`src/rtl/regfile_pkg.sv`:
```
// Shared constants for the register-file writeback arbiter: widths, link register
// and requester indices (JAL, load, ALU).
package regfile_pkg;

    localparam int DATA_W   = 32;
    localparam int ADDR_W   = 5;
    localparam int LINK_REG = 31;

    localparam int NUM_REQ  = 3;
    localparam int REQ_JAL  = 0;
    localparam int REQ_LD   = 1;
    localparam int REQ_ALU  = 2;

    localparam int STAT_W   = 16;

endpackage

```
`src/rtl/regfile_arb_age_ctr.sv`:
```
// Per-requester wait counter: counts cycles spent valid but ungranted, saturating
// at AGE_MAX; the saturated flag promotes the requester in arbitration.
module regfile_arb_age_ctr #(
    parameter int AGE_MAX = 3
) (
    input  logic clk,
    input  logic rst,
    input  logic valid,
    input  logic granted,
    output logic saturated
);

    localparam int CW = (AGE_MAX < 2) ? 1 : $clog2(AGE_MAX + 1);
    localparam logic [CW-1:0] AGE_TOP = CW'(AGE_MAX);

    logic [CW-1:0] age;

    always_ff @(posedge clk) begin
        if (rst || !valid || granted) begin
            age <= '0;
        end else if (age != AGE_TOP) begin
            age <= age + 1'b1;
        end
    end

    assign saturated = (age == AGE_TOP);

endmodule

```
`src/rtl/regfile_wb_arbiter.sv`:
```
// Arbitrates the register file's single write port among JAL link, load and ALU
// writebacks. Optional wait statistics are enabled with REGFILE_ARB_STATS_EN.
module regfile_wb_arbiter
    import regfile_pkg::*;
#(
    parameter int DATA_W   = regfile_pkg::DATA_W,
    parameter int ADDR_W   = regfile_pkg::ADDR_W,
    parameter int LINK_REG = regfile_pkg::LINK_REG,
    parameter int AGE_MAX  = 3
) (
    input  logic              clk,
    input  logic              rst,
    input  logic              jal_valid,
    output logic              jal_ready,
    input  logic [DATA_W-1:0] jal_data,
    input  logic              ld_valid,
    output logic              ld_ready,
    input  logic [ADDR_W-1:0] ld_addr,
    input  logic [DATA_W-1:0] ld_data,
    input  logic              alu_valid,
    output logic              alu_ready,
    input  logic [ADDR_W-1:0] alu_addr,
    input  logic [DATA_W-1:0] alu_data,
    output logic              wr_en,
    output logic [ADDR_W-1:0] wr_addr,
    output logic [DATA_W-1:0] wr_data,
    output logic              stall
`ifdef REGFILE_ARB_STATS_EN
    ,
    output logic [STAT_W-1:0] stat_jal_wait,
    output logic [STAT_W-1:0] stat_ld_wait,
    output logic [STAT_W-1:0] stat_alu_wait
`endif
);

    // Handshake: a request transfers in any cycle where valid && ready. The
    // requester keeps valid/addr/data stable until then; ready is a pure function
    // of the valids and ages, so it never changes within a cycle.

    localparam logic [ADDR_W-1:0] LINK_ADDR = ADDR_W'(LINK_REG);

    logic [NUM_REQ-1:0] req_v;
    logic [NUM_REQ-1:0] req_sat;
    logic [NUM_REQ-1:0] pick;
    logic [NUM_REQ-1:0] grant;
    logic [ADDR_W-1:0]  sel_addr;
    logic [DATA_W-1:0]  sel_data;

    always_comb begin
        req_v          = '0;
        req_v[REQ_JAL] = jal_valid;
        req_v[REQ_LD]  = ld_valid;
        req_v[REQ_ALU] = alu_valid;
    end

    for (genvar i = 0; i < NUM_REQ; i++) begin : g_age
        regfile_arb_age_ctr #(.AGE_MAX(AGE_MAX)) u_age (
            .clk       (clk),
            .rst       (rst),
            .valid     (req_v[i]),
            .granted   (grant[i]),
            .saturated (req_sat[i])
        );
    end

    // Saturated requesters form their own class; base priority breaks ties within it.
    always_comb begin
        grant = '0;
        pick  = ((req_v & req_sat) != '0) ? (req_v & req_sat) : req_v;
        if (!rst) begin
            if (pick[REQ_JAL]) begin
                grant[REQ_JAL] = 1'b1;
            end else if (pick[REQ_LD]) begin
                grant[REQ_LD] = 1'b1;
            end else if (pick[REQ_ALU]) begin
                grant[REQ_ALU] = 1'b1;
            end
        end
    end

    always_comb begin
        sel_addr = alu_addr;
        sel_data = alu_data;
        if (grant[REQ_JAL]) begin
            sel_addr = LINK_ADDR;
            sel_data = jal_data;
        end else if (grant[REQ_LD]) begin
            sel_addr = ld_addr;
            sel_data = ld_data;
        end
    end

    assign jal_ready = grant[REQ_JAL];
    assign ld_ready  = grant[REQ_LD];
    assign alu_ready = grant[REQ_ALU];
    assign stall     = (req_v & ~grant) != '0;

    // Writes to r0 still consume the grant but never reach the register file.
    always_ff @(posedge clk) begin
        if (rst) begin
            wr_en   <= 1'b0;
            wr_addr <= '0;
            wr_data <= '0;
        end else begin
            wr_en <= 1'b0;
            if (grant != '0) begin
                wr_en   <= (sel_addr != '0);
                wr_addr <= sel_addr;
                wr_data <= sel_data;
            end
        end
    end

`ifdef REGFILE_ARB_STATS_EN
    logic [STAT_W-1:0] stat_cnt [NUM_REQ];

    always_ff @(posedge clk) begin
        for (int i = 0; i < NUM_REQ; i++) begin
            if (rst) begin
                stat_cnt[i] <= '0;
            end else if (req_v[i] && !grant[i] && (stat_cnt[i] != '1)) begin
                stat_cnt[i] <= stat_cnt[i] + 1'b1;
            end
        end
    end

    assign stat_jal_wait = stat_cnt[REQ_JAL];
    assign stat_ld_wait  = stat_cnt[REQ_LD];
    assign stat_alu_wait = stat_cnt[REQ_ALU];
`endif

endmodule

```
`config.mk`:
```
export PLATFORM = sky130hd
export DESIGN_NAME = regfile_wb_arbiter
export DESIGN_NICKNAME = d
export VERILOG_FILES = /design/src/rtl/regfile_pkg.sv /design/src/rtl/regfile_arb_age_ctr.sv /design/src/rtl/regfile_wb_arbiter.sv
export SDC_FILE = /design/constraint.sdc
export NUM_CORES = 1
export LEC_CHECK = 0
export ABC_AREA = 1
export CAP_MARGIN = 10
export CORE_MARGIN = 5
export CORE_UTILIZATION = 37
export DETAILED_ROUTE_END_ITERATION = 16
export HOLD_SLACK_MARGIN = 0.06
export PLACE_DENSITY = 0.93
export SLEW_MARGIN = 20
export SYNTH_ARGS = -nofsm -noshare
export SYNTH_HDL_FRONTEND = slang
export SYNTH_SLANG_ARGS = --single-unit
```
`constraint.sdc`:
```
create_clock -name clk -period 2.2 [get_ports clk]
set_input_delay 0.44 -clock clk [delete_from_list [all_inputs] [get_ports clk]]
set_output_delay 0.44 -clock clk [all_outputs]
set_load 0.03 [all_outputs]
```
# Word level (Yosys, flattened, before mapping)
# Index checks and enable logic that the tools add are counted.
[classes]
n_addsub = 3
n_eq_ne = 6
mux = 11
n_bitwise = 4
n_reduce_logical = 14
[ops]
columns = ["operator", "n"]
rows = [
  ["2-to-1 mux 32 bit", 2],
  ["2-to-1 mux 5 bit", 2],
  ["nonzero test 3 bit", 3],
  ["adder 2 x 1 -> 2 bit, second input constant", 3],
  ["AND 3 bit", 2],
  ["== test 2 bit, second input constant", 3],
  ["logical OR 1 bit", 6],
  ["2-to-1 mux 3 bit", 2],
  ["inequality test 2 bit, second input constant", 3],
  ["nonzero test 5 bit", 1],
  ["2-to-1 mux 1 bit", 4],
  ["logical NOT 1 bit", 3],
  ["NOT 3 bit", 1],
  ["2-to-1 mux 2 bit", 1],
  ["OR reduction 2 bit", 1],
  ["NOT 1 bit", 1],
]
[totals]
regBits = 44
input_bits = 111
out_inout_bits = 42
elab_cells = 44

# Longest topological paths before layout
# Gate-level depths: netlist (run 1).
[logic_depth]
ltp_word = 11
mapped_depth = 14
depth_no_buf = 14

# Cells and area by module
# A second synthesis (run 1) with hierarchy kept.
[unflattened]
cells_unflattened = 379
hier_area_um2 = 2501.1
[modules_own_cells]
columns = ["module", "n_inst", "cells_each", "area_each_um2", "seq_area_each_um2"]
rows = [
  ["regfile_wb_arbiter", 1, 328, 2148.3, 760.7],
  ["regfile_arb_age_ctr", 3, 17, 117.6, 40.0],
]

# Worst setup path before layout (run 1)
# No wires, ideal clock.
[synth_timing]
path_kind = "register -> output"
startpoint = "reg g_age[1].u_age.age[0]"
endpoint = "out stall"
arrival_time_ns = 1.629
required_time_ns = 1.760
path_slack_ns = 0.131
path_stages_with_launch = 11
path_buffers = 1
path_cell_list = "dfxtp_1 > ha_1 > nand2_1 > nand3_2 > nand2_1 > nand2_4 > nor2_4 > inv_2 > clkbuf_1 > nand2_1 > nand3_1"
[synth_via]
elab_chain_cells = 11
word_cells_on_any_way = 13
classes_between = "eq/ne: 1; mux: 7; bitwise: 3; reduce/logical: 2"
[synth_rtl]
columns = ["item", "line", "rtl"]
rows = [
  ["from (decl)", "regfile_arb_age_ctr.sv:16", "logic [CW-1:0] age;"],
  ["from (signal assigned)", "regfile_arb_age_ctr.sv:22", "age <= age + 1'b1;"],
  ["== test 2 bit (*)", "regfile_arb_age_ctr.sv:26", "assign saturated = (age == AGE_TOP);"],
  ["AND 3 bit (*)", "regfile_wb_arbiter.sv:69", "pick = ((req_v & req_sat) != '0) ? (req_v & req_sat) : req_v;"],
  ["nonzero test 3 bit", "regfile_wb_arbiter.sv:69", ""],
  ["2-to-1 mux 3 bit (*)", "regfile_wb_arbiter.sv:69", ""],
  ["2-to-1 mux 1 bit", "regfile_wb_arbiter.sv:75", "end else if (pick[REQ_ALU]) begin"],
  ["2-to-1 mux 1 bit", "regfile_wb_arbiter.sv:73", "end else if (pick[REQ_LD]) begin"],
  ["2-to-1 mux 2 bit", "regfile_wb_arbiter.sv:71", "if (pick[REQ_JAL]) begin"],
  ["2-to-1 mux 3 bit (*)", "regfile_wb_arbiter.sv:70", "if (!rst) begin"],
  ["NOT 3 bit (*)", "regfile_wb_arbiter.sv:96", "assign stall = (req_v & ~grant) != '0;"],
  ["AND 3 bit (*)", "regfile_wb_arbiter.sv:96", ""],
  ["nonzero test 3 bit (*)", "regfile_wb_arbiter.sv:96", ""],
  ["to (decl)", "regfile_wb_arbiter.sv:27", "output logic stall"],
]
# Mark *: on every way between the ends. The rest lies on a longest branch, timed or not.

# Worst setup path in the final report (run 1)
# Ends and elaborated chain as after synthesis.

==> key figures, run 1 <==
Detailed routing
  • Final ANT Viol Nets: 0
  • Avg Vias per Cell: 4.89
  • Drt first pass iters: 4
  • Routed WL: 8.62 mm
  • Initial DRC Count: 64
  • Vias: 3045
  • DR WL/cell: 13.8 microns
  • DRC: 0

Timing
  • Fmax: 470 MHz
  • Min Clock Period, post-route: 2.13 ns
  • Fin Clk Skew: 0.00691 ns
  • Final Max Tran Viols: 0
  • Worst slew margin: 75.8%
  • Hold Violations, Final: 0
  • Final setup viols: 0
  • Crit share post-route: 96.7%
  • Worst slew pin tran: 0.361 ns

Pwr
  • P_leak: 1.99 nW
  • Worst VDD drop: 0.406 mV
  • Switching Fraction: 33.2%
  • P_sw: 0.000791 W
  • Clock share of power: 21.1%
  • Power density cells: 535 nW/um^2
  • Gate power share: 39.6%
  • Int Power: 0.00159 W
  • Sequential share of power: 39.2%

Worst setup path
  • Crit path max fanout: 4
  • R2R setup slack: 0.24 ns
  • Crit path cell chain: ha_4 > nand2_2 > nand3_4 > nand2_2 > o21ai_2 > nor2_1 > nand3_1 > nand2_2 > nand3_2 > buf_6
  • Max incr delay on CP: 0.35 ns
  • Critical Path End Type: output port
  • Crit path top cell by count: nand2_2
  • CP arrival: 1.69 ns
  • Worst r2r src: g_age[1].u_age.age[1]
  • Critical path type: register to output port
  • Crit Reg-Reg Endpoint: wr_en
  • Crit path buffers/inverters: 1
  • Required time of the critical path: 1.76 ns
  • Cell depth of the worst setup path: 10
  • Slowest stage cell, crit path: dfxtp_2
  • CP top delay family: simple AND/OR/NAND/NOR gates
  • Critical Path Start Type: register
  • Worst reg2reg path depth: 14

Floorplan
  • IO Pins: 153
  • Die area: 8310 sq um
  • Core Region: 6390 sq um
  • Num rows: 29
  • Initial Utilization: 38.1%
  • DIE HEIGHT: 91.1 microns
  • Die width: 91.1 microns

Global route
  • Largest net degree at the start of global routing: 39
  • Grt met3 use: 6.36%
  • Global-route wire length before repair: 14.1 mm
  • Met1 GRT Util: 23.1%
  • Met2 Track Usage GR: 35.9%
  • Most crowded layer after global routing: met2
  • Vias in the first global route: 3056
  • GRT overflow: 0
  • Initial antenna violation count: 0
  • Tot GR Track Use: 20.0%

CTS
  • Clk slew on worst S/H paths: 0.08 ns
  • CTS Buf Count: 5
  • CTS Root Cell: clkbuf_8
  • Clock buffer depth: 2
  • CTS hold repair buffers: 0
  • Clk sinks: 44
  • CTS tree: yes
  • Max H-tree Level: 2
  • Worst-Skew Late Latency: 0.29 ns

Outcome
  • Outcome: finished, final reports clean

Worst hold path
  • Worst hold path startpoint: wr_data[21]
  • WHS Endpoint: wr_data[21]
  • Min-delay worst type: register to register
  • Hold Path Depth: 2

Final layout
  • Share of cells above drive strength 1: 13.6%
  • Diode count: 0
  • Final net count: 659
  • Non-Filler Instances: 623
  • P&R area growth vs syn: 82.8%
  • Post-layout util: 69.7%

Synthesis
  • Seq/Total Area, Yosys: 36.2%
  • Synthesized area: 2440 sq um
  • Yosys warning count: 0
  • Syn_nets: 490
  • Synth cell types: 25
  • Mapped Cells: 376
  • Post-synthesis average cell area: 6.48 sq um
  • Synthesized flop and latch total: 44

Place
  • GP Congestion: 0.828
  • HPWL after DPL: 6.88 mm
  • DP Cell Count: 606
  • PortBufs: 152

Run
  • Max_cap viols: 0
tightest hold or removal path: stages, from the launching register on:
cell	delay (ns)
dfxtp_1	0.32
nand2_1	0.06
nand2_1	0.04
worst max path at each step:
stage	from	end	slack (ns)
6_report	g_age[1].u_age.age[0]	stall	0.07
3_5_place_dp	alu_valid	stall	-0.09
3_3_place_gp	jal_valid	stall	-0.07
4_1_cts	ld_valid	ld_ready	0.0001
5_1_grt	g_age[2].u_age.age[0]	stall	-0.04
2_1_floorplan	g_age[1].u_age.age[0]	stall	0.13
synthesized netlist by cell type:
library cell / n / area share (%)
dfxtp_1: 44 / 36
nand2_1: 129 / 20
xor2_1: 3 / 1.1
a21oi_1: 5 / 1.0
mux2i_1: 2 / 0.82
nand3_1: 57 / 12
buf_2: 9 / 1.8
ha_1: 3 / 1.5
nor3_1: 5 / 1.0
nand4_1: 1 / 0.26
nor2_1: 30 / 4.6
o21ai_0: 19 / 3.9
nand3_2: 1 / 0.41
inv_2: 2 / 0.31
buf_1: 2 / 0.31
nand3_4: 1 / 0.72
inv_1: 15 / 2.3
nor2_4: 2 / 0.92
buf_4: 6 / 1.8
o21ai_1: 23 / 4.7
nand2_4: 2 / 0.92
inv_4: 1 / 0.26
o211ai_1: 6 / 1.8
clkbuf_1: 7 / 1.1
buf_6: 1 / 0.46
cells in the final DEF, fill, tap and decap left out:
cell type        Yosys  final
buf_6                1      2
buf_4                6     30
clkinv_2             0      1
nand2_1            129    121
mux2i_1              2      2
ha_4                 0      3
xor2_1               3      3
nand4_1              1      1
nor2_4               2      2
nand2_2              0      7
o21ai_0             19     18
nand3_2              1      1
o21ai_2              0      1
buf_12               0      7
inv_1               15     15
dfxtp_2              0      4
o211ai_1             6      6
nor3_2               0      1
o21ai_1             23     23
dfxtp_1             44     40
inv_6                0      1
dlymetal6s2s_1       0      1
nor2_1              30     30
nand3_4              1      2
clkinvlp_4           0      1
clkdlybuf4s50_1      0    145
dlygate4sd2_1        0      2
nor3_1               5      4
clkbuf_8             0      5
nand3_1             57     56
inv_8                0      1
nand2_4              2      3
inv_2                2      1
a21oi_1              5      5
inv_4                1      1
cell families (layout without fill, tap and decap cells):
group	Yosys count	count (layout)	share of synthesized area, %
AOI/OAI and AO/OA	53	53	11.5
xor gates and xnor gates	3	3	1.08
adders and majority gates	3	3	1.54
buffers and inverters	43	213	8.42
DFF	44	44	36.2
muxes	2	2	0.822
and+or+nand+nor	228	228	40.5
state kept, by name (all words and copies together) (netlist names):
register and count:
wr_data 32, wr_addr 5, wr_en 1, g_age.u_age.age 6
final cells by class:
cell class                 count  area (sq um)
tap                           77          96.3
clock buffer                   5          68.8
multi-input combinational    289          1430
clock inverter                 3          21.3
sequential                    44           886
timing repair buffer         187          1870
fill                         514          1930
inverter                      18          77.6
power groups by stage:
stage | logic, W | clock network, W | registers (W)
finish | 0.000945 | 0.000504 | 0.000935
global route | 0.00102 | 0.000563 | 0.000947
CTS | 0.000940 | 0.000527 | 0.000934
detailed placement | 0.000926 | 0 | 0.000951
global placement | 0.000908 | 0 | 0.000946
floorplan | 0.000274 | 0 | 0.00111
per-layer routing:
layer / vias up / wire, microns
li1: 1562 / -
met1: 1363 / 3420
met2: 106 / 4360
met3: 14 / 670
met4: 0 / 167
met5: - / 0
repair_timing:
| item | in CTS | in global routing |
|---|---|---|
| setup endpoints to repair | 3 | 4 |
| gates resized for setup | 14 | 18 |
| setup buffers | 5 | 4 |
| pin swaps | 9 | 4 |
| hold endpoints to repair | 0 | 0 |
through the flow:
step	setup WS (ns)	instance area, sq um	hold slack, ns	TNS (ns)	total power [W]
CTS	0.000147	4360	0.451	0	0.00240
finish	0.0730	4450	0.448	0	0.00238
detailed placement	-0.0884	4190	0.434	-1.53	0.00188
global route	-0.0432	4450	0.493	-0.0486	0.00253
global placement	-0.0671	4190	0.430	-0.0731	0.00185
floorplan	0.131	2440	0.501	0	0.00139
No activity file was read; power rests on OpenSTA's default activity.
==> run 2, diff against run 1 <==
--- a/config.mk
+++ b/config.mk
@@ -8,10 +8,11 @@
 export ABC_AREA = 1
 export CAP_MARGIN = 10
 export CORE_MARGIN = 5
-export CORE_UTILIZATION = 37
+export CORE_UTILIZATION = 40
 export DETAILED_ROUTE_END_ITERATION = 16
+export DONT_BUFFER_PORTS = 1
 export HOLD_SLACK_MARGIN = 0.06
-export PLACE_DENSITY = 0.93
+export PLACE_DENSITY = 0.66
 export SLEW_MARGIN = 20
 export SYNTH_ARGS = -nofsm -noshare
 export SYNTH_HDL_FRONTEND = slang
==> run 2 against run 1 <==
  * Hold slack lost 0.24 ns
  * Clock-buffer cell count up 1
  * Combinational power fell by 63%
  * Core utilization is 23 points lower
  * Sequential share of layout area grew 12 points
  * Non-clock buffer count fell by 166
  * Critical endpoint unchanged
  * Largest power group is now sequential cells
==> key figures, run 2 (synthesized netlist as in run 1, its figures left out) <==
Global route
  • Global-route wire length before repair: 10.3 mm (was 14.1 mm)
  • Initial antenna violation count: 0 (unchanged)
  • Tot GR Track Use: 16.9% (was 20.0%)
  • Largest net degree at the start of global routing: 37 (was 39)
  • Vias in the first global route: 2191 (was 3056)
  • GRT overflow: 0 (unchanged)

Timing
  • Final worst slack: 0.0522 ns (was 0.0730 ns)
  • Min Clock Period, post-route: 2.15 ns (was 2.13 ns)
  • Final setup viols: 0 (unchanged)
  • Worst slew margin: 75.3% (was 75.8%)
  • Worst slew pin tran: 0.370 ns (was 0.361 ns)
  • Hold Violations, Final: 0 (unchanged)
  • Fmax: 466 MHz (was 470 MHz)
  • Final Max Tran Viols: 0 (unchanged)
  • Fin Clk Skew: 0.00707 ns (was 0.00691 ns)
  • Crit share post-route: 97.6% (was 96.7%)

Worst setup path
  • Max incr delay on CP: 0.35 ns (about the same)
  • Critical path type: register to output port (unchanged)
  • R2R setup slack: 0.17 ns (was 0.24 ns)
  • Critical Path End Type: output port (unchanged)
  • Slowest stage cell, crit path: dfxtp_2 (unchanged)
  • Required time of the critical path: 1.76 ns (about the same)
  • Crit path top cell by count: nand3_2 (was nand2_2)
  • Crit path cell chain: ha_4 > nand2_4 > nand3_2 > nand2_1 > o21ai_1 > nor2_1 > nand3_2 > nand2_2 > nand3_1 > buf_6 (was ha_4 > nand2_2 > nand3_4 > nand2_2 > o21ai_2 > nor2_1 > nand3_1 > nand2_2 > nand3_2 > buf_6)
  • CP arrival: 1.71 ns (was 1.69 ns)
  • Crit path max fanout: 4 (unchanged)
  • Critical Path Start Type: register (unchanged)

Final layout
  • Most common cell after layout, fill and taps aside: nand2_1 (was clkdlybuf4s50_1)
  • Diode count: 0 (unchanged)
  • Most frequent cells in the layout: nand2_1, nand3_1, dfxtp_1 (was clkdlybuf4s50_1, nand2_1, nand3_1)
  • Area of the multi-input gates: 1410 sq um (was 1430 sq um)
  • Max reg flops: 32 (unchanged)
  • Final net count: 493 (was 659)
  • Top flop regs: wr_data: 32 flops, g_age.u_age.age: 6 flops, wr_addr: 5 flops (unchanged)
  • Share of cells above drive strength 1: 13.9% (was 13.6%)
  • Post-layout util: 47.0% (was 69.7%)
  • Fillcell total: 622 (was 514)
  • P&R area growth vs syn: 14.2% (was 82.8%)
  • Sequential standard cell area: 888 sq um (was 886 sq um)
  • Largest register by flop count: wr_data (unchanged)

Place
  • HPWL after DPL: 5.09 mm (was 6.88 mm)
  • GP Congestion: 0.810 (was 0.828)
  • Post-place setup slack: 0.111 ns (was -0.0884 ns)
  • PortBufs: 0 (was 152)

CTS
  • Max H-tree Level: 2 (unchanged)
  • CTS tree: yes (unchanged)
  • CTS hold repair buffers: 0 (unchanged)
  • Clk sinks: 44 (unchanged)
  • Clock buffer depth: 2 (unchanged)
  • Worst-Skew Late Latency: 0.29 ns (about the same)
  • CTS Root Cell: clkbuf_8 (unchanged)
  • Clk slew on worst S/H paths: 0.09 ns (was 0.08 ns)
  • CTS Buf Count: 5 (unchanged)

Pwr
  • Worst VDD drop: 0.289 mV (was 0.406 mV)
  • P_leak: 1.31 nW (was 1.99 nW)
  • Power density cells: 749 nW/um^2 (was 535 nW/um^2)
  • Tot Pwr: 0.00208 W (was 0.00238 W)

Floorplan
  • Initial Utilization: 41.1% (was 38.1%)
  • Core Region: 5920 sq um (was 6390 sq um)
  • Die area: 7750 sq um (was 8310 sq um)
  • DIE HEIGHT: 88.0 microns (was 91.1 microns)
  • IO Pins: 153 (unchanged)
  • Num rows: 28 (was 29)
  • Die width: 88.0 microns (was 91.1 microns)

Detailed routing
  • Final ANT Viol Nets: 0 (unchanged)
  • Vias: 2370 (was 3045)
  • Initial DRC Count: 73 (was 64)
  • Avg Vias per Cell: 5.21 (was 4.89)
  • Drt first pass iters: 4 (unchanged)
  • Routed WL: 7.08 mm (was 8.62 mm)
  • DR WL/cell: 15.6 microns (was 13.8 microns)
  • DRC: 0 (unchanged)

Worst hold path
  • Min-delay worst type: input pin to register (was register to register)

Outcome
  • Outcome: finished, final reports clean (unchanged)

Run
  • Max_cap viols: 0 (unchanged)
[run 2: worst paths after layout]
kind                                         endpoint                  start  cells after the start
worst max-delay path                            stall  g_age[1].u_age.age[1]                     10
worst min-delay path            g_age[2].u_age.age[0]                    rst                      1
worst min register to register  g_age[2].u_age.age[1]  g_age[2].u_age.age[1]                      2
worst max register to register                  wr_en  g_age[1].u_age.age[1]                     14
[run 2: worst max-delay path, delay by kind of cell, from the launching register on]
kind	cells	cell delay (ns)
flops	1	0.35
compound gates	1	0.07
fa+ha+maj	1	0.18
buf+inv	1	0.15
simple gates	7	0.65
[run 2: timing repair]
item / in CTS / in global routing
cloned: 0 / 1
hold endpoints to repair: 0 / 0
endpoints found under the setup margin: 2 / 4
pin swaps: 2 / 4
setup buffers: 3 / 5
resized for setup: 10 / 14
[run 2: area by class of cell]
| class | instances | area share, % |
|---|---|---|
| Sequential cell | 44 | 31.9 |
| Clock buffer | 6 | 2.61 |
| Multi-Input combinational cell | 289 | 50.8 |
| Tap cell | 75 | 3.37 |
| Clock inverter | 2 | 1.26 |
| Inverter | 18 | 2.70 |
| Timing Repair Buffer | 21 | 7.33 |
[run 2: stage by stage]
step           TNS (ns)  area [sq um]  hold slack, ns  cells
6_report              0          2780           0.203    455
2_1_floorplan         0          2440           0.501    376
3_3_place_gp          0          2510           0.518    438
4_1_cts               0          2680           0.205    449
3_5_place_dp          0          2510           0.524    438
5_1_grt         -0.0237          2780           0.192    455
[run 2: metal layers]
layer	up-vias	track usage [%]	wire, microns
met3	2	5.93	743
met2	104	29.0	3390
met1	1037	20.4	2920
met5	-	0	0
li1	1227	-	-
met4	0	4.12	33
[run 2: where the power goes]
part | internal (W) | switching, W | total [W]
Sequential | 0.000887 | 0.000233 | 0.00112
Clock | 0.000337 | 0.000279 | 0.000617
Combinational | 0.000142 | 0.000205 | 0.000347
Total | 0.00137 | 0.000717 | 0.00208
